### config.mk
export PLATFORM = sky130hd
export DESIGN_NAME = vga_sync_receiver
export DESIGN_NICKNAME = d
export VERILOG_FILES = /design/src/rtl/vga_sync_receiver.sv
export SDC_FILE = /design/constraint.sdc
export NUM_CORES = 1
export LEC_CHECK = 0
export BUFFER_PORTS_ARGS = -buffer_cell sky130_fd_sc_hd__buf_2
export CORE_MARGIN = 4
export CORE_UTILIZATION = 46
export CTS_BUF_LIST = sky130_fd_sc_hd__clkbuf_8
export DETAILED_ROUTE_END_ITERATION = 8
export PLACE_DENSITY = 0.61
export SLEW_MARGIN = 20
export SYNTH_ARGS = -nofsm -noshare
export SYNTH_HDL_FRONTEND = slang
export SYNTH_SLANG_ARGS = --single-unit
### constraint.sdc
create_clock -name clk -period 3.85 [get_ports clk]
set_input_delay 1.155 -clock clk [delete_from_list [all_inputs] [get_ports clk]]
set_output_delay 1.155 -clock clk [all_outputs]
set_load 0.02 [all_outputs]
### src/rtl/vga_sync_receiver.sv
`default_nettype none
// ============================================================================
// Module   : vga_sync_receiver
// Brief    : Sink-side VGA timing decoder: pixel coordinates, line/frame
//            length checks and lock detection. Optional macro ERR_CNT_EN adds
//            a saturating error-pulse counter port.
// Revision : 1.0
// ============================================================================
module vga_sync_receiver #(
    parameter int H_TOTAL     = 800,
    parameter int V_TOTAL     = 525,
    parameter int LOCK_FRAMES = 2,
    parameter bit SYNC_POL    = 1'b0
) (
    input  logic        clk,
    input  logic        rst_n,
    input  logic        h_sync,
    input  logic        v_sync,
    input  logic        v_en,
    output logic [9:0]  x,
    output logic [9:0]  y,
    output logic        pix_valid,
    output logic        frame_start,
    output logic        locked,
    output logic [10:0] h_total,
    output logic [9:0]  v_total,
    output logic        err_h,
    output logic        err_v
`ifdef ERR_CNT_EN
    ,
    output logic [15:0] err_cnt
`endif
);

    localparam logic [11:0] C_H_TOTAL = 12'(H_TOTAL);
    localparam logic [11:0] C_TO_M1   = 12'(2 * H_TOTAL - 1);
    localparam logic [10:0] C_V_TOTAL = 11'(V_TOTAL);
    localparam logic [7:0]  C_LOCK    = 8'(LOCK_FRAMES);

    typedef enum logic [1:0] {
        ST_SEARCH  = 2'd0,
        ST_MEASURE = 2'd1,
        ST_LOCKED  = 2'd2
    } state_t;

    state_t      state_q, state_d;
    logic        hs_s_q, vs_s_q, ven_s_q;
    logic        hs_prev_q, vs_prev_q;
    logic [10:0] hcnt_q, hcnt_d;
    logic [9:0]  vcnt_q, vcnt_d;
    logic [9:0]  xcnt_q, xcnt_d;
    logic [9:0]  ycnt_q, ycnt_d;
    logic        line_act_q, line_act_d;
    logic        frame_err_q, frame_err_d;
    logic [7:0]  match_q, match_d;
    logic [10:0] h_total_q, h_total_d;
    logic [9:0]  v_total_q, v_total_d;
    logic        err_h_d, err_v_d;
    logic [9:0]  x_q, y_q;
    logic        pix_valid_q, frame_start_q, locked_q, err_h_q, err_v_q;

    logic        w_hs_act, w_vs_act, w_hs_edge, w_vs_edge, w_timeout, w_locked;
    logic [11:0] w_line_len;
    logic [10:0] w_frame_len;
    logic [9:0]  w_x_cur, w_y_cur;

    assign w_hs_act  = (hs_s_q == SYNC_POL);
    assign w_vs_act  = (vs_s_q == SYNC_POL);
    assign w_hs_edge = w_hs_act & ~hs_prev_q;
    assign w_vs_edge = w_vs_act & ~vs_prev_q;
    assign w_locked  = (state_q == ST_LOCKED);

    always_comb begin
        hcnt_d      = hcnt_q;
        vcnt_d      = vcnt_q;
        h_total_d   = h_total_q;
        v_total_d   = v_total_q;
        err_h_d     = 1'b0;
        err_v_d     = 1'b0;
        w_timeout   = 1'b0;
        w_line_len  = {1'b0, hcnt_q} + 12'd1;
        w_frame_len = {1'b0, vcnt_q} + {10'd0, w_hs_edge};

        if (w_hs_edge) begin
            hcnt_d    = '0;
            h_total_d = w_line_len[11] ? 11'h7FF : w_line_len[10:0];
            err_h_d   = (state_q != ST_SEARCH) && (w_line_len != C_H_TOTAL);
        end else begin
            if (hcnt_q != 11'h7FF) begin
                hcnt_d = hcnt_q + 11'd1;
            end
            if ({1'b0, hcnt_q} == C_TO_M1) begin
                w_timeout = 1'b1;
                err_h_d   = 1'b1;
            end
        end

        // The closing line is counted into the frame before the frame closes.
        if (w_vs_edge) begin
            vcnt_d    = '0;
            v_total_d = w_frame_len[10] ? 10'h3FF : w_frame_len[9:0];
            err_v_d   = (state_q != ST_SEARCH) && (w_frame_len != C_V_TOTAL);
        end else if (w_hs_edge && (vcnt_q != 10'h3FF)) begin
            vcnt_d = vcnt_q + 10'd1;
        end

        w_x_cur = w_hs_edge ? 10'd0 : xcnt_q;
        xcnt_d  = (ven_s_q && (w_x_cur != 10'h3FF)) ? w_x_cur + 10'd1 : w_x_cur;

        if (w_vs_edge) begin
            w_y_cur = 10'd0;
        end else if (w_hs_edge && line_act_q && (ycnt_q != 10'h3FF)) begin
            w_y_cur = ycnt_q + 10'd1;
        end else begin
            w_y_cur = ycnt_q;
        end
        ycnt_d     = w_y_cur;
        line_act_d = w_hs_edge ? ven_s_q : (line_act_q | ven_s_q);
    end

    always_comb begin
        state_d     = state_q;
        match_d     = match_q;
        frame_err_d = (frame_err_q | err_h_d) & ~w_vs_edge;
        case (state_q)
            ST_SEARCH: begin
                if (w_vs_edge) begin
                    state_d = ST_MEASURE;
                    match_d = '0;
                end
            end
            ST_MEASURE: begin
                if (err_h_d || err_v_d) begin
                    match_d = '0;
                end else if (w_vs_edge && !frame_err_q) begin
                    if (match_q + 8'd1 == C_LOCK) begin
                        state_d = ST_LOCKED;
                        match_d = '0;
                    end else begin
                        match_d = match_q + 8'd1;
                    end
                end
            end
            ST_LOCKED: begin
                if (err_h_d || err_v_d) begin
                    state_d = ST_MEASURE;
                    match_d = '0;
                end
            end
            default: begin
                state_d = ST_SEARCH;
                match_d = '0;
            end
        endcase
        if (w_timeout) begin
            state_d = ST_SEARCH;
            match_d = '0;
        end
    end

    always_ff @(posedge clk) begin
        if (!rst_n) begin
            // Sync stages park at the active level so a reset released
            // mid-pulse does not fabricate an edge.
            hs_s_q        <= SYNC_POL;
            vs_s_q        <= SYNC_POL;
            ven_s_q       <= 1'b0;
            hs_prev_q     <= 1'b1;
            vs_prev_q     <= 1'b1;
            state_q       <= ST_SEARCH;
            hcnt_q        <= '0;
            vcnt_q        <= '0;
            xcnt_q        <= '0;
            ycnt_q        <= '0;
            line_act_q    <= 1'b0;
            frame_err_q   <= 1'b0;
            match_q       <= '0;
            h_total_q     <= '0;
            v_total_q     <= '0;
            x_q           <= '0;
            y_q           <= '0;
            pix_valid_q   <= 1'b0;
            frame_start_q <= 1'b0;
            locked_q      <= 1'b0;
            err_h_q       <= 1'b0;
            err_v_q       <= 1'b0;
        end else begin
            hs_s_q        <= h_sync;
            vs_s_q        <= v_sync;
            ven_s_q       <= v_en;
            hs_prev_q     <= w_hs_act;
            vs_prev_q     <= w_vs_act;
            state_q       <= state_d;
            hcnt_q        <= hcnt_d;
            vcnt_q        <= vcnt_d;
            xcnt_q        <= xcnt_d;
            ycnt_q        <= ycnt_d;
            line_act_q    <= line_act_d;
            frame_err_q   <= frame_err_d;
            match_q       <= match_d;
            h_total_q     <= h_total_d;
            v_total_q     <= v_total_d;
            x_q           <= w_x_cur;
            y_q           <= w_y_cur;
            pix_valid_q   <= ven_s_q & w_locked;
            frame_start_q <= w_vs_edge;
            locked_q      <= w_locked;
            err_h_q       <= err_h_d;
            err_v_q       <= err_v_d;
        end
    end

    assign x           = x_q;
    assign y           = y_q;
    assign pix_valid   = pix_valid_q;
    assign frame_start = frame_start_q;
    assign locked      = locked_q;
    assign h_total     = h_total_q;
    assign v_total     = v_total_q;
    assign err_h       = err_h_q;
    assign err_v       = err_v_q;

`ifdef ERR_CNT_EN
    logic [15:0] err_cnt_q, err_cnt_d;
    logic [16:0] w_err_sum;

    always_comb begin
        w_err_sum = {1'b0, err_cnt_q} + {16'd0, err_h_d} + {16'd0, err_v_d};
        err_cnt_d = w_err_sum[16] ? 16'hFFFF : w_err_sum[15:0];
    end

    always_ff @(posedge clk) begin
        if (!rst_n) begin
            err_cnt_q <= '0;
        end else begin
            err_cnt_q <= err_cnt_d;
        end
    end

    assign err_cnt = err_cnt_q;
`endif

endmodule
`default_nettype wire

==> results.sh, run 1 <==
export IMPL_ys_seq_area_frac=0.439
export IMPL_insertion_delay_ps=350
export IMPL_first_iter_violations=119
export IMPL_syn_inst=488
export IMPL_power_leakage_nw=1.90
export IMPL_vias=3532
export IMPL_grt_max_degree=36
export IMPL_syn_area_per_cell_um2=8.78
export IMPL_dr_pass1_iters=4
export IMPL_antenna_found_initial=0
export IMPL_grt_pass1_vias=3355
export IMPL_cts_setup_buffers=0
export IMPL_most_common_layout_cells="94 x dfxtp_1, 50 x buf_2, 47 x nand2_1"
export IMPL_root_buffer="clkbuf_8"
export IMPL_gp_congestion=0.814
export IMPL_end_kind="register"
export IMPL_path_clk_slew_ps=80
export IMPL_viasPerCell=5.54
export IMPL_synth_top_area_cell="dfxtp_1"
export IMPL_yosys_warnings=0
export IMPL_cts_tree="done"
export IMPL_seqPwrFrac=0.541
export IMPL_htree_levels=3
export IMPL_synth_area_leaders="dfxtp_1 44%, xor2_1 4.7%, nand2_1 4.1%, a21oi_1 4.0%, nor2_1 3.4%"
export IMPL_intPower_mw=1.45
export IMPL_layout_drive_gt1_share=0.162
export IMPL_cts_buffers_inserted=9
export IMPL_synthDominantCellAreaShare=0.439
export IMPL_ys_types=62
export IMPL_async_flop_share=0
export IMPL_r2r_end="match_q[6]"
export IMPL_arrival_ps=3340
export IMPL_r2r_start="hs_s_q"
export IMPL_min_to="hs_prev_q"
export IMPL_synthFlopType="dfxtp_1"
export IMPL_hp_start="hs_s_q"
export IMPL_coreArea_um2=8890
export IMPL_critPathLaunchType="register"
export IMPL_hold_ws_ps=421
export IMPL_rows=34
export IMPL_peakVddDrop_v=0.000211
export IMPL_grt_pass1_wl_mm=15.7
export IMPL_cts_hold_buf=0
export IMPL_ff2ff_path_depth=10
export IMPL_synth_nets=501
export IMPL_clk_path_buf_depth=2
export IMPL_fmax_mhz=325
export IMPL_hp_class="register to register"
export IMPL_worst_endpoint_required_ps=4120
export IMPL_drtAntennaViolNets=0
export IMPL_ys_seq_elements=94
export IMPL_io_pins=51
export IMPL_wl_per_cell_um=14.1
export IMPL_rrSetupSlack_ps=780
export IMPL_fin_nets=540
export IMPL_synth_edf_count=0
export IMPL_die_h_um=105
export IMPL_worst_pin_slew_ps=771
export IMPL_grt_overflow_total=0
export IMPL_routed_wirelength_mm=9.03
export IMPL_status="finished clean"
export IMPL_p_comb_frac=0.054
export IMPL_critPathKind="register to register"
export IMPL_p_sw_mw=0.410
export IMPL_fin_tns_setup_ps=0
export IMPL_p_sw_frac=0.221
export IMPL_grt_usage=0.170
export IMPL_die_w_um=105
export IMPL_dieArea_um2=10900
export IMPL_p_per_area_nw_per_um2=388
export IMPL_setup_viol=0
export IMPL_initial_core_util=0.482
export IMPL_hpwlAfterDp_mm=6.40
export IMPL_finClkSkew_ps=11.2
export IMPL_drcViolationCount=0
export IMPL_finalCriticalPeriod_ps=3070
export IMPL_hold_viol=0
export IMPL_cts_sink_count=94
export IMPL_netlist_area_um2=4280
export IMPL_path_max_fanout=5
export IMPL_port_buffers=50
export IMPL_min_path_cells=1
export IMPL_final_common_cell="dfxtp_1"
export IMPL_post_route_period_util=0.798
export IMPL_slew_headroom=0.486
export IMPL_antennaDiodeCount=0
export IMPL_synthToLayoutAreaGrowth_pct=11.8
export IMPL_rsz0062_at_grt="no"
export IMPL_clkPwrFrac=0.405
export IMPL_postCtsResizedCells=0
export IMPL_drv_slew=0
export IMPL_drv_cap=0
-- cells by family (layout without fill, tap and decap cells) --
kind of cell,after synthesis,count (layout),share of synthesized area
xor+xnor,38,38,0.0777
simple gates,202,202,0.249
buf+inv,35,77,0.0400
fa+ha+maj,8,8,0.0234
compound gates,107,107,0.161
mux,4,4,0.00935
flops,94,94,0.439
-- synth_stat cells, drive strengths merged, types with 2 or more instances --
cell	n
a21oi	34
and4	2
or4	3
a31o	2
nand2b	2
o221a	4
xor2	23
a31oi	6
or3b	2
nand3	28
o21a	4
nand4	11
a21boi	2
clkbuf	17
inv	7
nor3	7
ha	8
or3	8
nor2b	5
or2	3
o32ai	3
nand2	47
o21ai	28
and3	18
nor4	4
buf	10
o211a	2
o41ai	3
mux2i	4
nor2	39
nand4b	2
and2	17
dfxtp	94
o211ai	8
xnor2	15
-- per-layer routing --
metal  global-route usage  vias up  wire, um
li1                     -     1813         -
met1                0.221     1626      4350
met2                0.284       85      4100
met3               0.0422        8       487
met4               0.0427        0        83
met5                    0        -         0
-- sequential cells by signal (all words and copies together), names as in the netlist, 2 cells and up --
name     count
h_total     11
hcnt_q      11
match_q      8
state_q      2
v_total     10
vcnt_q      10
x           10
xcnt_q      10
y           10
-- area by class of cell --
class	count	area (um2)
clock buffers	9	124
flip-flops and latches	94	1880
clock inverters	5	101
multi-input cells	359	2230
repair buffers	55	288
inverters	8	30.0
fillers	823	4100
well taps	108	135
-- critical path, cell delays in order (launching register included) --
cell	delay, ps
dfxtp_1	340
or2_2	320
clkinv_1	70
ha_1	180
ha_1	260
nand4_1	140
or3_1	390
a211oi_1	290
a31oi_1	230
or4_4	590
o32ai_2	190
-- how the worst max path moves through the flow --
| stage | slack (ps) | depth (start not counted) | end | from |
|---|---|---|---|---|
| floorplan | 600 | 12 | match_q[6] | hs_s_q |
| global placement | 910 | 10 | match_q[6] | hs_s_q |
| detailed placement | 840 | 10 | match_q[6] | hs_s_q |
| CTS | 800 | 10 | match_q[6] | hs_s_q |
| global route | 560 | 10 | match_q[6] | hs_s_q |
| finish | 780 | 10 | match_q[6] | hs_s_q |
-- power by group through the flow --
stage          Clock [mW]  Sequential (mW)  Combinational [mW]
2_1_floorplan           0             1.04              0.0629
3_5_place_dp            0             1.03               0.102
3_3_place_gp            0             1.03               0.101
4_1_cts             0.771             1.00               0.102
6_report            0.752             1.00               0.101
5_1_grt             0.811             1.01               0.114
-- stage by stage --
stage	cell area, um2	cells	total power [mW]	worst slack (ps)	util
6_report	4790	638	1.86	777	0.539
5_1_grt	4790	638	1.93	558	0.539
3_5_place_dp	4570	624	1.13	843	0.514
3_3_place_gp	4570	624	1.13	913	0.514
4_1_cts	4790	638	1.88	802	0.539
2_1_floorplan	4280	488	1.10	604	-
(Power assumes the default switching activity.)
==> run 2, diff against run 1 <==
--- a/config.mk
+++ b/config.mk
@@ -5,12 +5,13 @@
 export SDC_FILE = /design/constraint.sdc
 export NUM_CORES = 1
 export LEC_CHECK = 0
+export ABC_AREA = 1
 export BUFFER_PORTS_ARGS = -buffer_cell sky130_fd_sc_hd__buf_2
 export CORE_MARGIN = 4
 export CORE_UTILIZATION = 46
 export CTS_BUF_LIST = sky130_fd_sc_hd__clkbuf_8
 export DETAILED_ROUTE_END_ITERATION = 8
-export PLACE_DENSITY = 0.61
+export PLACE_DENSITY = 0.64
 export SLEW_MARGIN = 20
 export SYNTH_ARGS = -nofsm -noshare
 export SYNTH_HDL_FRONTEND = slang
==> constraint.sdc (replaced) <==
create_clock -name clk -period 2.5 [get_ports clk]
set_input_delay 0.75 -clock clk [delete_from_list [all_inputs] [get_ports clk]]
set_output_delay 0.75 -clock clk [all_outputs]
set_load 0.02 [all_outputs]
==> run 2 against run 1 <==
Clock skew increased by 2.5 ps. Cell area increased by 5.2%. Core utilization is 0.91 points higher. Hold slack lost 31 ps. First-iteration DRC count up 92%. Sequential cell count did not move. Sequential power rose by 65%. Die area grew 0.59%. Routed wire length rose by 7.6%. Combinational power increased to 4.9 times the previous value. Synthesized cell count increased by 22%. Largest cell class unchanged. Highest routed layer unchanged. Critical endpoint is now match_q[1].
==> results.sh, run 2 <==
export IMPL_initial_core_util=0.469
export IMPL_drtAntennaViolNets=0
export IMPL_synth_edf_count=0
export IMPL_drcViolationCount=0
export IMPL_fin_tns_setup_ps=0
export IMPL_synth_compound_area_share=0.120
export IMPL_rows=35
export IMPL_syn_inst=597
export IMPL_first_iter_violations=229
export IMPL_muxShareOfSynthArea=0
export IMPL_p_sw_frac=0.293
export IMPL_critPathKind="register to register"
export IMPL_cts_tree="done"
export IMPL_synth_xor_area_frac=0.0322
export IMPL_seqPwrFrac=0.527
export IMPL_io_pins=51
export IMPL_grt_pass1_vias=3737
export IMPL_cts_buffers_inserted=9
export IMPL_yosys_warnings=0
export IMPL_async_flop_share=0
export IMPL_die_w_um=105
export IMPL_finClkSkew_ps=13.7
export IMPL_status="finished clean"
export IMPL_synthDominantCellAreaShare=0.436
export IMPL_synthFlopType="dfxtp_1"
export IMPL_synth_top_area_cell="dfxtp_1"
export IMPL_die_h_um=105
export IMPL_layout_drive_gt1_share=0.171
export IMPL_clk_path_buf_depth=2
export IMPL_setup_slack_ps=220
export IMPL_syn_area_per_cell_um2=7.22
export IMPL_dieArea_um2=11000
export IMPL_peakVddDrop_v=0.000293
export IMPL_slew_headroom=0.580
export IMPL_netlist_area_um2=4310
export IMPL_hp_start="vs_s_q"
export IMPL_intPower_mw=2.21
export IMPL_p_per_area_nw_per_um2=620
export IMPL_finalCriticalPeriod_ps=2280
export IMPL_routed_wirelength_mm=9.71
export IMPL_root_buffer="clkbuf_8"
export IMPL_antenna_found_initial=0
export IMPL_cts_hold_buf=0
export IMPL_post_dp_cell_area_um2=4750
export IMPL_cts_sink_count=94
export IMPL_hp_class="register to register"
export IMPL_rsz0062_at_grt="no"
export IMPL_coreArea_um2=9200
export IMPL_hold_viol=0
export IMPL_drv_slew=0
export IMPL_setup_viol=0
export IMPL_synth_top_family_by_area="simple AND/OR/NAND/NOR gates"
export IMPL_worst_endpoint_required_ps=2750
export IMPL_synth_top_cells_by_count="127 x nand2_1, 94 x dfxtp_1, 90 x nor2_1"
export IMPL_grt_overflow_total=0
export IMPL_power_leakage_nw=2.21
export IMPL_post_place_ws_ps=53.0
export IMPL_most_common_layout_cells="127 x nand2_1, 91 x dfxtp_1, 88 x nor2_1"
export IMPL_min_to="vs_prev_q"
export IMPL_p_comb_frac=0.160
export IMPL_post_route_period_util=0.912
export IMPL_path_max_fanout=8
export IMPL_p_sw_mw=0.914
export IMPL_synth_area_leaders="dfxtp_1 44%, nand2_1 11%, nor2_1 7.8%, inv_1 6.7%, a21oi_1 4.5%"
export IMPL_ys_types=37
export IMPL_drv_cap=0
export IMPL_worst_pin_slew_ps=627
export IMPL_htree_levels=3
export IMPL_fmax_mhz=439
export IMPL_gp_congestion=0.862
export IMPL_grt_usage=0.180
export IMPL_path_clk_slew_ps=80
export IMPL_synth_fa_ha_area_frac=0.0232
export IMPL_hpwlAfterDp_mm=7.23
export IMPL_synth_nets=610
export IMPL_antennaDiodeCount=0
export IMPL_viasPerCell=5.05
export IMPL_clkPwrFrac=0.314
export IMPL_synthSimpleGateAreaFrac=0.310
export IMPL_insertion_delay_ps=360
export IMPL_ys_seq_elements=94
export IMPL_rrSetupSlack_ps=220
export IMPL_fin_nets=676
export IMPL_final_common_cell="nand2_1"
export IMPL_r2r_start="hcnt_q[0]"
export IMPL_end_kind="register"
export IMPL_wl_per_cell_um=12.5
export IMPL_ys_seq_area_frac=0.436
export IMPL_grt_max_degree=25
export IMPL_port_buffers=50
export IMPL_ff2ff_path_depth=16
export IMPL_yosysMostFrequentCell="nand2_1"
export IMPL_arrival_ps=2530
export IMPL_min_path_cells=1
export IMPL_dr_pass1_iters=5
export IMPL_critPathLaunchType="register"
export IMPL_vias=3935
export IMPL_grt_pass1_wl_mm=16.6
export IMPL_r2r_end="match_q[1]"
export IMPL_fin_area_um2=5040
export IMPL_synthToLayoutAreaGrowth_pct=16.9
[run 2: changes by cell type in the layout (fill, tap and decap cells not counted), sizes merged, moves of 10 or more]
| cell | previous run | this run |
|---|---|---|
| and2 | 17 | 0 |
| nand3 | 28 | 38 |
| nor2 | 39 | 99 |
| inv | 8 | 80 |
| and3 | 18 | 1 |
| xnor2 | 15 | 2 |
| xor2 | 23 | 13 |
| nand2 | 47 | 132 |
[run 2: cells by family after synthesis]
family          after synthesis
simple gates                298
compound gates               93
buf+inv                      89
flops                        94
xor+xnor                     15
fa+ha+maj                     8
[run 2: how the worst max path moves through the flow]
stage | from | to | slack [ps] | depth (start not counted)
after floorplan | hs_s_q | match_q[1] | 20 | 19
after global placement | hcnt_q[0] | match_q[0] | 60 | 14
after detailed placement | hcnt_q[0] | match_q[0] | 50 | 14
after CTS | hcnt_q[0] | match_q[0] | 40 | 14
after global routing | hs_s_q | match_q[7] | 8 | 17
final | hcnt_q[0] | match_q[1] | 220 | 16
[run 2: cell type report]
| class | instances | area (um2) |
|---|---|---|
| multi-input cells | 414 | 2170 |
| inverters | 81 | 308 |
| clock buffers | 9 | 124 |
| fillers | 907 | 4160 |
| flip-flops and latches | 94 | 1890 |
| clock inverters | 7 | 65.1 |
| well taps | 111 | 139 |
| repair buffers | 63 | 348 |
[run 2: metrics by stage]
step | hold slack (ps) | power [mW] | std cells | utilization
2_1_floorplan | 358 | 2.04 | 597 | -
3_3_place_gp | 367 | 2.15 | 760 | 0.516
3_5_place_dp | 374 | 2.16 | 760 | 0.516
4_1_cts | 388 | 3.14 | 776 | 0.537
5_1_grt | 418 | 3.30 | 779 | 0.548
6_report | 390 | 3.12 | 779 | 0.548
[run 2: power by group through the flow]
| stage | registers [mW] | logic, mW | clock network, mW |
|---|---|---|---|
| 2_1_floorplan | 1.68 | 0.364 | 0 |
| 3_3_place_gp | 1.68 | 0.478 | 0 |
| 3_5_place_dp | 1.68 | 0.487 | 0 |
| 4_1_cts | 1.64 | 0.492 | 1.01 |
| 5_1_grt | 1.66 | 0.570 | 1.07 |
| 6_report | 1.65 | 0.499 | 0.979 |
[run 2: repair_timing]
item / 4_1_cts / 5_1_grt
endpoints found under the hold margin: 0 / 0
buffers inserted: 0 / 3
resized for setup: 0 / 16
endpoints found under the setup margin: 0 / 10
[run 2: per-layer routing]
layer / up-vias / global-route usage / part of all wire
li1: 2045 / - / -
met1: 1786 / 0.241 / 0.49
met2: 94 / 0.289 / 0.45
met3: 10 / 0.0327 / 0.045
met4: 0 / 0.0647 / 0.012
met5: - / 0 / 0
[run 2: critical path, stage by stage (launching register included)]
cell     delay [ps]
dfxtp_2         400
ha_4            180
nand3_4         110
nor2_4          230
nand3_1         140
nand2_1         120
nand2_1          50
nor2_1          100
nand2_1         110
nand2_2         100
nand3_4         120
nor2_8          190
nand2_4          90
nand2_1         100
nand2_1          50
nand2_1          50
nor2_1           40
